$ cat config.mk
export PLATFORM = sky130hd
export DESIGN_NAME = ps2_kbd_decoder_flat
export DESIGN_NICKNAME = d
export VERILOG_FILES = /design/src/rtl/ps2_kbd_decoder_pkg.sv /design/src/rtl/ps2_kbd_decoder_if.sv /design/src/rtl/ps2_line_filter.sv /design/src/rtl/ps2_kbd_decoder.sv /design/src/flat_wrapper.sv
export SDC_FILE = /design/constraint.sdc
export NUM_CORES = 1
export LEC_CHECK = 0
export BUFFER_PORTS_ARGS = -buffer_cell sky130_fd_sc_hd__buf_2
export CORE_MARGIN = 2
export CORE_UTILIZATION = 55
export CTS_CLUSTER_SIZE = 25
export DETAILED_ROUTE_END_ITERATION = 16
export PLACE_DENSITY = 0.79
export SLEW_MARGIN = 20
export SYNTH_ARGS = -nofsm -noshare
export SYNTH_HDL_FRONTEND = slang
export SYNTH_SLANG_ARGS = --single-unit
$ cat constraint.sdc
create_clock -name clk_sys -period 6.6 [get_ports clk_sys]
set_input_delay 1.65 -clock clk_sys [delete_from_list [all_inputs] [get_ports clk_sys]]
set_output_delay 1.65 -clock clk_sys [all_outputs]
set_load 0.005 [all_outputs]
$ cat src/rtl/ps2_kbd_decoder_pkg.sv
// Shared types and constants for the PS/2 keyboard decoder: receiver states,
// prefix byte values, non-key response codes and the queued key event.
package ps2_pkg;

    typedef enum logic [1:0] {
        IDLE,
        DATA,
        PARITY,
        STOP
    } rx_state_e;

    localparam logic [7:0] PS2_EXT    = 8'hE0;
    localparam logic [7:0] PS2_REL    = 8'hF0;
    localparam logic [7:0] PS2_PAUSE  = 8'hE1;
    localparam logic [7:0] PAUSE_CODE = 8'h77;

    // Bytes of the Pause/Break sequence that follow the E1 lead byte.
    localparam int PAUSE_LEN = 7;

    localparam int N_NONKEY = 6;
    localparam logic [N_NONKEY-1:0][7:0] NONKEY_CODES =
        {8'hAA, 8'hFA, 8'hEE, 8'hFE, 8'h00, 8'hFF};

    typedef struct packed {
        logic       rel;
        logic       ext;
        logic [7:0] code;
    } ps2_event_t;

    function automatic logic is_nonkey(input logic [7:0] b);
        logic hit;
        hit = 1'b0;
        for (int i = 0; i < N_NONKEY; i++) begin
            if (b == NONKEY_CODES[i]) hit = 1'b1;
        end
        return hit;
    endfunction

endpackage

$ cat src/rtl/ps2_kbd_decoder_if.sv
// Key event handshake between the decoder (master) and the keyboard matrix logic (slave).
interface ps2_kbd_decoder_if;
    logic       key_valid;
    logic       key_ready;
    logic [7:0] key_code;
    logic       key_ext;
    logic       key_release;

    modport master (
        output key_valid,
        output key_code,
        output key_ext,
        output key_release,
        input  key_ready
    );

    modport slave (
        input  key_valid,
        input  key_code,
        input  key_ext,
        input  key_release,
        output key_ready
    );
endinterface

$ cat src/rtl/ps2_line_filter.sv
// Two-flop synchroniser plus debounce: the output level follows the line only
// after FILTER consecutive synchronised samples disagree with it. Idles high.
module ps2_line_filter #(
    parameter int FILTER = 4
) (
    input  logic clk_sys,
    input  logic reset_n,
    input  logic line_i,
    output logic level_o
);
    localparam int CW = (FILTER > 1) ? $clog2(FILTER) : 1;

    logic          meta_q;
    logic          sync_q;
    logic          level_q, level_d;
    logic [CW-1:0] cnt_q, cnt_d;

    always_ff @(posedge clk_sys or negedge reset_n) begin
        if (!reset_n) begin
            meta_q  <= 1'b1;
            sync_q  <= 1'b1;
            level_q <= 1'b1;
            cnt_q   <= '0;
        end else begin
            meta_q  <= line_i;
            sync_q  <= meta_q;
            level_q <= level_d;
            cnt_q   <= cnt_d;
        end
    end

    // Any sample matching the current level restarts the run count.
    always_comb begin
        level_d = level_q;
        cnt_d   = '0;
        if (sync_q != level_q) begin
            if (cnt_q == CW'(FILTER - 1)) level_d = sync_q;
            else                          cnt_d   = cnt_q + 1'b1;
        end
    end

    assign level_o = level_q;
endmodule

$ cat src/rtl/ps2_kbd_decoder.sv
// PS/2 keyboard receiver: frame deserialiser, prefix folding and event FIFO.
//   state  | meaning
//   IDLE   | waiting for a start bit (data low on a clock fall)
//   DATA   | shifting in 8 data bits, LSB first
//   PARITY | capturing the odd-parity bit
//   STOP   | checking stop bit and parity, then back to IDLE
module ps2_kbd_decoder
    import ps2_pkg::*;
#(
    parameter int FILTER  = 4,
    parameter int TIMEOUT = 4096,
    parameter int FIFO_AW = 2
) (
    input  logic                      clk_sys,
    input  logic                      reset_n,
    input  logic                      ps2_clk,
    input  logic                      ps2_data,
    ps2_kbd_decoder_if.master         key_if,
    output logic                      frame_err,
    output logic                      overflow,
    output logic [7:0]                err_count
);
    localparam int TW    = $clog2(TIMEOUT + 1);
    localparam int DEPTH = 1 << FIFO_AW;

    logic clk_f, data_f, clk_f_q;
    logic clk_fall, clk_edge;

    ps2_line_filter #(.FILTER(FILTER)) u_clk_filt (
        .clk_sys (clk_sys),
        .reset_n (reset_n),
        .line_i  (ps2_clk),
        .level_o (clk_f)
    );

    ps2_line_filter #(.FILTER(FILTER)) u_data_filt (
        .clk_sys (clk_sys),
        .reset_n (reset_n),
        .line_i  (ps2_data),
        .level_o (data_f)
    );

    assign clk_fall = clk_f_q & ~clk_f;
    assign clk_edge = clk_f_q ^ clk_f;

    rx_state_e      state_q, state_d;
    logic [2:0]     bitcnt_q, bitcnt_d;
    logic [7:0]     shift_q, shift_d;
    logic           parity_q, parity_d;
    logic [TW-1:0]  tmo_q, tmo_d;
    logic           byte_done_q, byte_done_d;
    logic           frame_err_q, frame_err_d;

    always_ff @(posedge clk_sys or negedge reset_n) begin
        if (!reset_n) begin
            clk_f_q     <= 1'b1;
            state_q     <= IDLE;
            bitcnt_q    <= '0;
            shift_q     <= '0;
            parity_q    <= 1'b0;
            tmo_q       <= '0;
            byte_done_q <= 1'b0;
            frame_err_q <= 1'b0;
        end else begin
            clk_f_q     <= clk_f;
            state_q     <= state_d;
            bitcnt_q    <= bitcnt_d;
            shift_q     <= shift_d;
            parity_q    <= parity_d;
            tmo_q       <= tmo_d;
            byte_done_q <= byte_done_d;
            frame_err_q <= frame_err_d;
        end
    end

    always_comb begin
        state_d     = state_q;
        bitcnt_d    = bitcnt_q;
        shift_d     = shift_q;
        parity_d    = parity_q;
        byte_done_d = 1'b0;
        frame_err_d = 1'b0;

        if (clk_edge)                    tmo_d = '0;
        else if (tmo_q == TW'(TIMEOUT))  tmo_d = tmo_q;
        else                             tmo_d = tmo_q + 1'b1;

        // A stalled partial frame is abandoned before any further edge is used.
        if (state_q != IDLE && tmo_q == TW'(TIMEOUT)) begin
            state_d     = IDLE;
            frame_err_d = 1'b1;
        end else if (clk_fall) begin
            unique case (state_q)
                IDLE: begin
                    if (!data_f) begin
                        state_d  = DATA;
                        bitcnt_d = '0;
                    end
                end
                DATA: begin
                    shift_d  = {data_f, shift_q[7:1]};
                    bitcnt_d = bitcnt_q + 3'd1;
                    if (bitcnt_q == 3'd7) state_d = PARITY;
                end
                PARITY: begin
                    parity_d = data_f;
                    state_d  = STOP;
                end
                STOP: begin
                    state_d = IDLE;
                    if (data_f && (^{shift_q, parity_q})) byte_done_d = 1'b1;
                    else                                  frame_err_d = 1'b1;
                end
                default: state_d = IDLE;
            endcase
        end
    end

    logic       ext_q, ext_d;
    logic       rel_q, rel_d;
    logic [2:0] pause_q, pause_d;
    logic       push;
    ps2_event_t push_ev;

    always_ff @(posedge clk_sys or negedge reset_n) begin
        if (!reset_n) begin
            ext_q   <= 1'b0;
            rel_q   <= 1'b0;
            pause_q <= '0;
        end else begin
            ext_q   <= ext_d;
            rel_q   <= rel_d;
            pause_q <= pause_d;
        end
    end

    always_comb begin
        ext_d   = ext_q;
        rel_d   = rel_q;
        pause_d = pause_q;
        push    = 1'b0;
        push_ev = '0;
        if (frame_err_q) begin
            ext_d = 1'b0;
            rel_d = 1'b0;
        end else if (byte_done_q) begin
            if (pause_q != 3'd0) begin
                pause_d = pause_q - 3'd1;
                if (pause_q == 3'd1) begin
                    push    = 1'b1;
                    push_ev = '{rel: 1'b0, ext: 1'b1, code: PAUSE_CODE};
                end
            end else if (shift_q == PS2_EXT) begin
                ext_d = 1'b1;
            end else if (shift_q == PS2_REL) begin
                rel_d = 1'b1;
            end else if (shift_q == PS2_PAUSE) begin
                pause_d = 3'(PAUSE_LEN);
            end else if (!(is_nonkey(shift_q) && !ext_q && !rel_q)) begin
                push    = 1'b1;
                push_ev = '{rel: rel_q, ext: ext_q, code: shift_q};
                ext_d   = 1'b0;
                rel_d   = 1'b0;
            end
        end
    end

    ps2_event_t           mem_q [DEPTH];
    logic [FIFO_AW-1:0]   wr_ptr_q, rd_ptr_q;
    logic [FIFO_AW:0]     count_q;
    logic                 fifo_full, fifo_empty, pop, wr_en;
    logic                 overflow_q;
    logic [7:0]           err_cnt_q;
    ps2_event_t           head;

    assign fifo_full  = (count_q == (FIFO_AW + 1)'(DEPTH));
    assign fifo_empty = (count_q == '0);
    assign pop        = ~fifo_empty & key_if.key_ready;
    // A full FIFO still accepts a push in the same cycle its head is popped.
    assign wr_en      = push & (~fifo_full | pop);

    always_ff @(posedge clk_sys) begin
        if (wr_en) mem_q[wr_ptr_q] <= push_ev;
    end

    always_ff @(posedge clk_sys or negedge reset_n) begin
        if (!reset_n) begin
            wr_ptr_q   <= '0;
            rd_ptr_q   <= '0;
            count_q    <= '0;
            overflow_q <= 1'b0;
            err_cnt_q  <= '0;
        end else begin
            if (wr_en) wr_ptr_q <= wr_ptr_q + 1'b1;
            if (pop)   rd_ptr_q <= rd_ptr_q + 1'b1;
            count_q    <= count_q + {{FIFO_AW{1'b0}}, wr_en} - {{FIFO_AW{1'b0}}, pop};
            overflow_q <= push & fifo_full & ~pop;
            if (frame_err_d && err_cnt_q != 8'hFF) err_cnt_q <= err_cnt_q + 8'd1;
        end
    end

    assign head               = mem_q[rd_ptr_q];
    assign key_if.key_valid   = ~fifo_empty;
    assign key_if.key_code    = fifo_empty ? 8'h00 : head.code;
    assign key_if.key_ext     = ~fifo_empty & head.ext;
    assign key_if.key_release = ~fifo_empty & head.rel;
    assign frame_err          = frame_err_q;
    assign overflow           = overflow_q;
    assign err_count          = err_cnt_q;
endmodule

$ cat src/flat_wrapper.sv
// flat-port wrapper written by rule: the top's interface ports become plain ports
module ps2_kbd_decoder_flat import ps2_pkg::*;
#(
    parameter int FILTER  = 4,
    parameter int TIMEOUT = 4096,
    parameter int FIFO_AW = 2
)
  (clk_sys, reset_n, ps2_clk, ps2_data, frame_err, overflow, err_count, key_if_key_valid, key_if_key_code, key_if_key_ext, key_if_key_release, key_if_key_ready);
  ps2_kbd_decoder_if key_if_i ();
  input  logic clk_sys;
  input  logic reset_n;
  input  logic ps2_clk;
  input  logic ps2_data;
  output logic frame_err;
  output logic overflow;
  output logic [7:0] err_count;
  output wire logic [$bits(key_if_i.key_valid)-1:0] key_if_key_valid;
  output wire logic [$bits(key_if_i.key_code)-1:0] key_if_key_code;
  output wire logic [$bits(key_if_i.key_ext)-1:0] key_if_key_ext;
  output wire logic [$bits(key_if_i.key_release)-1:0] key_if_key_release;
  input wire logic [$bits(key_if_i.key_ready)-1:0] key_if_key_ready;
  assign key_if_key_valid = key_if_i.key_valid;
  assign key_if_key_code = key_if_i.key_code;
  assign key_if_key_ext = key_if_i.key_ext;
  assign key_if_key_release = key_if_i.key_release;
  assign key_if_i.key_ready = key_if_key_ready;
  ps2_kbd_decoder #(.FILTER(FILTER), .TIMEOUT(TIMEOUT), .FIFO_AW(FIFO_AW)) u_core (.clk_sys(clk_sys), .reset_n(reset_n), .ps2_clk(ps2_clk), .ps2_data(ps2_data), .key_if(key_if_i), .frame_err(frame_err), .overflow(overflow), .err_count(err_count));
endmodule
* Word level (Yosys, flattened, before mapping)
Memories as Yosys holds them, arrays and structs flattened.
Cells that the tools add are included.
** Cells by class
- Equal/unequal tests :: 33
- Reductions and logical operators :: 26
- Add/subtract/negate cells :: 10
- Bitwise logic cells :: 15
- Muxes and demuxes :: 68
** Operators by type and width (count)
- 2-to-1 mux 10 bit :: 7
- == test 8 bit, second input constant :: 8
- 2-to-1 mux 1 bit :: 42
- 2-to-1 mux 13 bit :: 2
- inequality test 3 x 1 -> 1 bit, second input constant :: 6
- 2-to-1 mux 2 bit :: 8
- 2-to-1 mux 3 bit :: 5
- AND reduction 5 bit :: 3
- adder 13 x 1 -> 13 bit, second input constant :: 1
- == test 13 bit, second input constant :: 1
- inequality test 2 x 1 -> 1 bit, second input constant :: 5
- nonzero test 2 bit :: 5
- 2-to-1 mux 9 bit :: 1
- AND reduction 3 bit :: 3
- parity 9 bit :: 1
- adder 2 x 1 -> 2 bit, second input constant :: 4
- adder 8 x 1 -> 8 bit, second input constant :: 1
- == test 2 bit, second input constant :: 4
- logical NOT 8 bit :: 1
- 2-to-1 mux 8 bit :: 1
- inequality test 8 bit, second input constant :: 1
- case mux 2 bit (4 select lines) :: 1
- AND 1 bit :: 7
- == test 3 bit, second input constant :: 2
- other kinds (20) :: 32
** Storage, ports and cells
- Memory bits (writable) :: 40
- Input port bits :: 5
- Register bits after elaboration :: 61
- Memories :: 1
- Output and inout port bits :: 21
** Memory list
- u_core.mem_q :: depth 4, width 10, read ports 1, clocked after memory_dff 0, write ports 1, line ps2_kbd_decoder.sv:168 : ps2_event_t mem_q [DEPTH];

* Logic depth before layout (Yosys ltp)
- Word-level depth :: 25
- Mapped depth :: 10
- Gate-level depth less buffers :: 10

* By module
From an unflattened synthesis, not the netlist that was laid out.
** Unflattened totals
- Cells, all modules :: 380
- Area total of the unflattened synthesis :: 4777.1 um^2
** Modules (own cells, without submodules)
- ps2_kbd_decoder :: instances 1, cells an instance 360, area each 4421.7 um^2, seq. area each 2478.6 um^2
- ps2_line_filter :: instances 2, cells an instance 10, area each 177.7 um^2, seq. area each 128.9 um^2

* Worst setup path after synthesis
No wires, ideal clock.
- Path kind :: input port to flip-flop
- Start :: in key_if_key_ready
- End :: reg u_core.count_q[2]
- Slack :: 3.156 ns
- Arrival time :: 3.364 ns
- Cell stages on the path :: 7
- Library setup time :: 0.080 ns
- Path through :: or4b_2 -> nand2b_1 -> a21oi_1 -> ha_1 -> fa_1 -> xnor2_1 -> xnor2_1
** On the way
- Word-level cells in the longest chain between the ends :: 5
** RTL lines
- from (decl) :: line flat_wrapper.sv:21 : input wire logic [$bits(key_if_i.key_ready)-1:0] key_if_key_ready;
- AND 1 bit :: line ps2_kbd_decoder.sv:178 : assign pop = ~fifo_empty & key_if.key_ready;
- OR 1 bit :: line ps2_kbd_decoder.sv:180 : assign wr_en = push & (~fifo_full | pop);
- AND 1 bit :: line ps2_kbd_decoder.sv:180
- named net u_core.wr_en :: line ps2_kbd_decoder.sv:171 : logic fifo_full, fifo_empty, pop, wr_en;
- adder 3 x 1 -> 3 bit :: line ps2_kbd_decoder.sv:196 : count_q <= count_q + {{FIFO_AW{1'b0}}, wr_en} - {{FIFO_AW{1'b0}}, pop};
- subtractor 3 x 1 -> 3 bit :: line ps2_kbd_decoder.sv:196
- to (signal assigned) :: line ps2_kbd_decoder.sv:196
- to (decl) :: line ps2_kbd_decoder.sv:170 : logic [FIFO_AW:0] count_q;
The timed path passes the listed nets, and every way through them passes these cells.
A chain may end at the register's enable or synchronous reset.

* Worst setup path after layout
- Start :: reg u_core.rd_ptr_q[0]
- End :: out key_if_key_code[3]
** On the way
- Word-level cells in the longest chain between the ends :: 2
** RTL lines
- from (decl) :: line ps2_kbd_decoder.sv:169 : logic [FIFO_AW-1:0] wr_ptr_q, rd_ptr_q;
- from (signal assigned) :: line ps2_kbd_decoder.sv:195 : if (pop) rd_ptr_q <= rd_ptr_q + 1'b1;
- memory (4 x 10 bit)
- 2-to-1 mux 8 bit :: line ps2_kbd_decoder.sv:204 : assign key_if.key_code = fifo_empty ? 8'h00 : head.code;
- to (decl) :: line flat_wrapper.sv:18 : output wire logic [$bits(key_if_i.key_code)-1:0] key_if_key_code;
No other way between the ends.

==> key figures <==
Layout
  • Share of cells above drive strength 1: ~17%
  • Multi-input gate area: 1847 µm²
  • Final instance area: roughly 5000 µm²
  • Antenna Cells: 0
  • Layout fillers: 643
  • Area Overhead vs Synth: 8.486%
  • Commonest non-fill, non-tap cell in the layout: dfrtp_1
  • Fin nets: between 400 and 500
  • Register area: about 2700 µm²
  • Most frequent cells in the layout: dfrtp_1 (54), edfxtp_1 (40), and2_1 (29), nand2_1 (27), buf_2 (25)

Route
  • Final WL: around 7600 µm
  • Routed length on met1: ~3400 µm
  • Met3 WL post-DR: roughly 250 µm
  • Residual DRC: 0
  • WL met2: 3748 µm
  • Routed wire per std cell: between 10 and 15 µm
  • DRT antenna net count: 0
  • DR iter-0 viols: roughly 130
  • DRT Pass-1 Iters: 7
  • Top Layer Used: met4
  • Vias/cell: approximately 5.5
  • Vias: roughly 2.8k

Global route
  • Number of antenna violations at the first check in global routing: 0
  • Remaining Overflow, GRT: 0
  • First-pass GRT wire length: ~13000 µm
  • Total GRT Usage: 17.38%
  • Pin count of the biggest net entering global routing: 62
  • Vias in the first global route: between 2k and 3k

STA
  • Slew headroom: 49.59%
  • RSZ-0062 raised after global routing: false
  • Peak Freq: approximately 270 MHz
  • Final Hold Vio Count: 0
  • Crit share post-route: between 50% and 60%
  • Setup ws final: approximately 2900 ps
  • Slew @ Worst Pin: about 760 ps
  • Clock skew: 12.14 ps
  • # setup viols final: 0
  • Fin crit period: between 3000 and 4000 ps
  • TNS Setup: 0 ps
  • Slew Viols, Final: 0

Clocking
  • PostCTS Resize Cnt: 0
  • Clk_lat worst skew: 370 ps
  • Root buffer cell: clkbuf_8
  • Post-CTS Hold Buffers: 0
  • CTS tree: done
  • Clk sink count: roughly 100
  • Setup repair bufs after CTS: 0
  • Total CTS buffers: 9
  • CTS H-tree lvls: 3
  • Clock Tree Buf Depth: 2
  • Worst-path clk slew: about 100 ps

Floorplan
  • Die W: a little under 100 µm
  • Die area: around 9300 µm²
  • Site row count: 33
  • IO Pins: 26
  • Die height: 96.62 µm
  • Starting density of the core: 57.14%
  • Core area: 8258 µm²

Power
  • Clock share of power: 21.0%
  • Seq pwr share: between 50 and 60%
  • PD cells: 333.8 nW/µm²
  • Pleak: 2.023 nW
  • Peak VDD IR: around 0.19 mV
  • Internal Pwr Total: about 1.1 mW
  • Sw Share: between 30% and 40%
  • Combinational fraction of design power: about 29%
  • NetSw: 0.5661 mW

Yosys
  • Syn Area/Cell: around 13 µm²
  • Synth Net Count: 400
  • Ys flop type: dfrtp_1
  • Unique cell type count in the Yosys netlist: 48
  • Flops & latches, synth: 101
  • Sequential share of the synthesized area: slightly below 60%
  • Async S/R FF share, synth: about 60%
  • Yosys Warn Count: 0
  • Post-synth EDFFs: 40
  • Cell area after synthesis: 4718 µm²
  • Syn Inst Count: 373

Placed design
  • Dpl cell area: a little under 5000 µm²
  • Post-DP HPWL: 5226 µm
  • Placer Congestion: 0.7847
  • Port Buf Inserts: 25
  • Place WS: 2940 ps

Setup path
  • CP Class: flip-flop to output pin
  • CP max stage delay: 820 ps
  • Worst setup path start: u_core.rd_ptr_q[0]
  • Critical Path, Cell by Cell: mux4_2, and2_1, buf_2
  • CP Data Required Time: about 5000 ps
  • Critical-path top delay cell: dfrtp_1
  • Critical path arrival: just over 2000 ps
  • Critical path fanouts, max: 12
  • Critical path launch point type: flip-flop
  • Worst path buffer plus inverter count: 1
  • CP endpoint kind: output pin
  • Delay-heaviest family, CP: flip-flops
  • Worst flop-to-flop path startpoint: u_core.shift_q[7]

Min path
  • Worst hold-check path type: flip-flop to flip-flop
  • Hold path startpoint: u_core.u_data_filt.meta_q

Job
  • Max_cap viols: 0

Outcome
  • Status: complete, no violations
[cells in the mapped netlist (2+ instances only)]
library cell / instances / area share, %
a22oi_1: 2 / 0.32
dfstp_2: 7 / 3.9
mux4_2: 10 / 4.8
a21o_1: 2 / 0.32
nor4_1: 6 / 0.80
nor2_1: 13 / 1.0
nor3_1: 6 / 0.64
mux2i_1: 3 / 0.64
xnor2_1: 22 / 4.1
mux2_2: 5 / 1.2
inv_1: 24 / 1.9
ha_1: 21 / 5.6
nor2b_1: 6 / 0.80
and3_1: 6 / 0.80
xor2_1: 8 / 1.5
clkbuf_1: 8 / 0.64
dfrtp_1: 54 / 29
o21ai_0: 14 / 1.5
nand3_1: 12 / 1.3
nand4_1: 3 / 0.40
and2_1: 29 / 3.8
nor3b_1: 2 / 0.32
or3_1: 2 / 0.27
a211oi_1: 2 / 0.32
nor4b_1: 4 / 0.74
a21oi_1: 12 / 1.3
nand2b_1: 3 / 0.40
edfxtp_1: 40 / 25
a22o_1: 2 / 0.37
nand2_1: 27 / 2.1
[per-layer routing]
layer / up-vias / GRT usage, %
li1: 1361 / -
met5: - / 0
met4: 0 / 7.584
met3: 13 / 3.251
met1: 1355 / 23.56
met2: 58 / 27.67
[per-stage QoR]
step                std cells  hold WS (ps)  power (mW)  utilization [%]
finish                    510         356.8       1.709            61.98
global route              510         365.3       1.829            61.98
CTS                       510         360.2       1.731            61.98
detailed placement        494         349.3       1.371            59.79
global placement          494         347.0       1.341            59.79
floorplan                 373         345.2       1.232                -
[final cells by class]
type | instances | area share, %
tap | 105 | 2.567
timing repair buffer | 26 | 2.591
sequential | 101 | 53.46
clock buffer | 9 | 2.420
multi-input combinational | 238 | 36.08
clock inverter | 7 | 1.124
inverter | 24 | 1.760
[registers in the layout (all words and copies together) (netlist names), 2 cells and up]
signal	count
u_core.count_q	3
u_core.mem_q	40
u_core.wr_ptr_q	2
u_core.pause_q	3
u_core.state_q	2
u_core.u_data_filt.cnt_q	2
u_core.u_clk_filt.cnt_q	2
u_core.tmo_q	13
u_core.shift_q	8
u_core.bitcnt_q	3
u_core.err_count	8
u_core.rd_ptr_q	2
[logic make-up (layout without fill, tap and decap cells)]
family | count (synthesis) | in the layout | synth area share [%]
compound gates | 41 | 41 | 5.277
xor+xnor | 31 | 31 | 6.046
fa+ha+maj | 22 | 22 | 5.993
buf+inv | 34 | 66 | 2.864
flops | 101 | 101 | 58.00
mux | 19 | 19 | 6.921
simple gates | 125 | 125 | 14.90
[path summary, 6_finish.rpt]
check	to	slack (ps)	cells past startpoint
worst min-delay path	u_core.u_data_filt.sync_q	360	0
worst min register to register	u_core.u_data_filt.sync_q	360	0
min in group asynchronous	u_core.tmo_q[6]	1430	2
worst max register to register	u_core.count_q[2]	3720	9
worst max-delay path	key_if_key_code[3]	2880	3
max in group asynchronous	u_core.shift_q[3]	4670	2
[power by group through the flow]
stage / registers, mW / logic [mW] / clock network (mW)
2_1_floorplan: 0.820 / 0.412 / 0
3_3_place_gp: 0.869 / 0.471 / 0
3_5_place_dp: 0.876 / 0.495 / 0
4_1_cts: 0.864 / 0.497 / 0.370
5_1_grt: 0.879 / 0.554 / 0.396
6_report: 0.862 / 0.488 / 0.359
No activity file was read; power rests on OpenSTA's default activity.
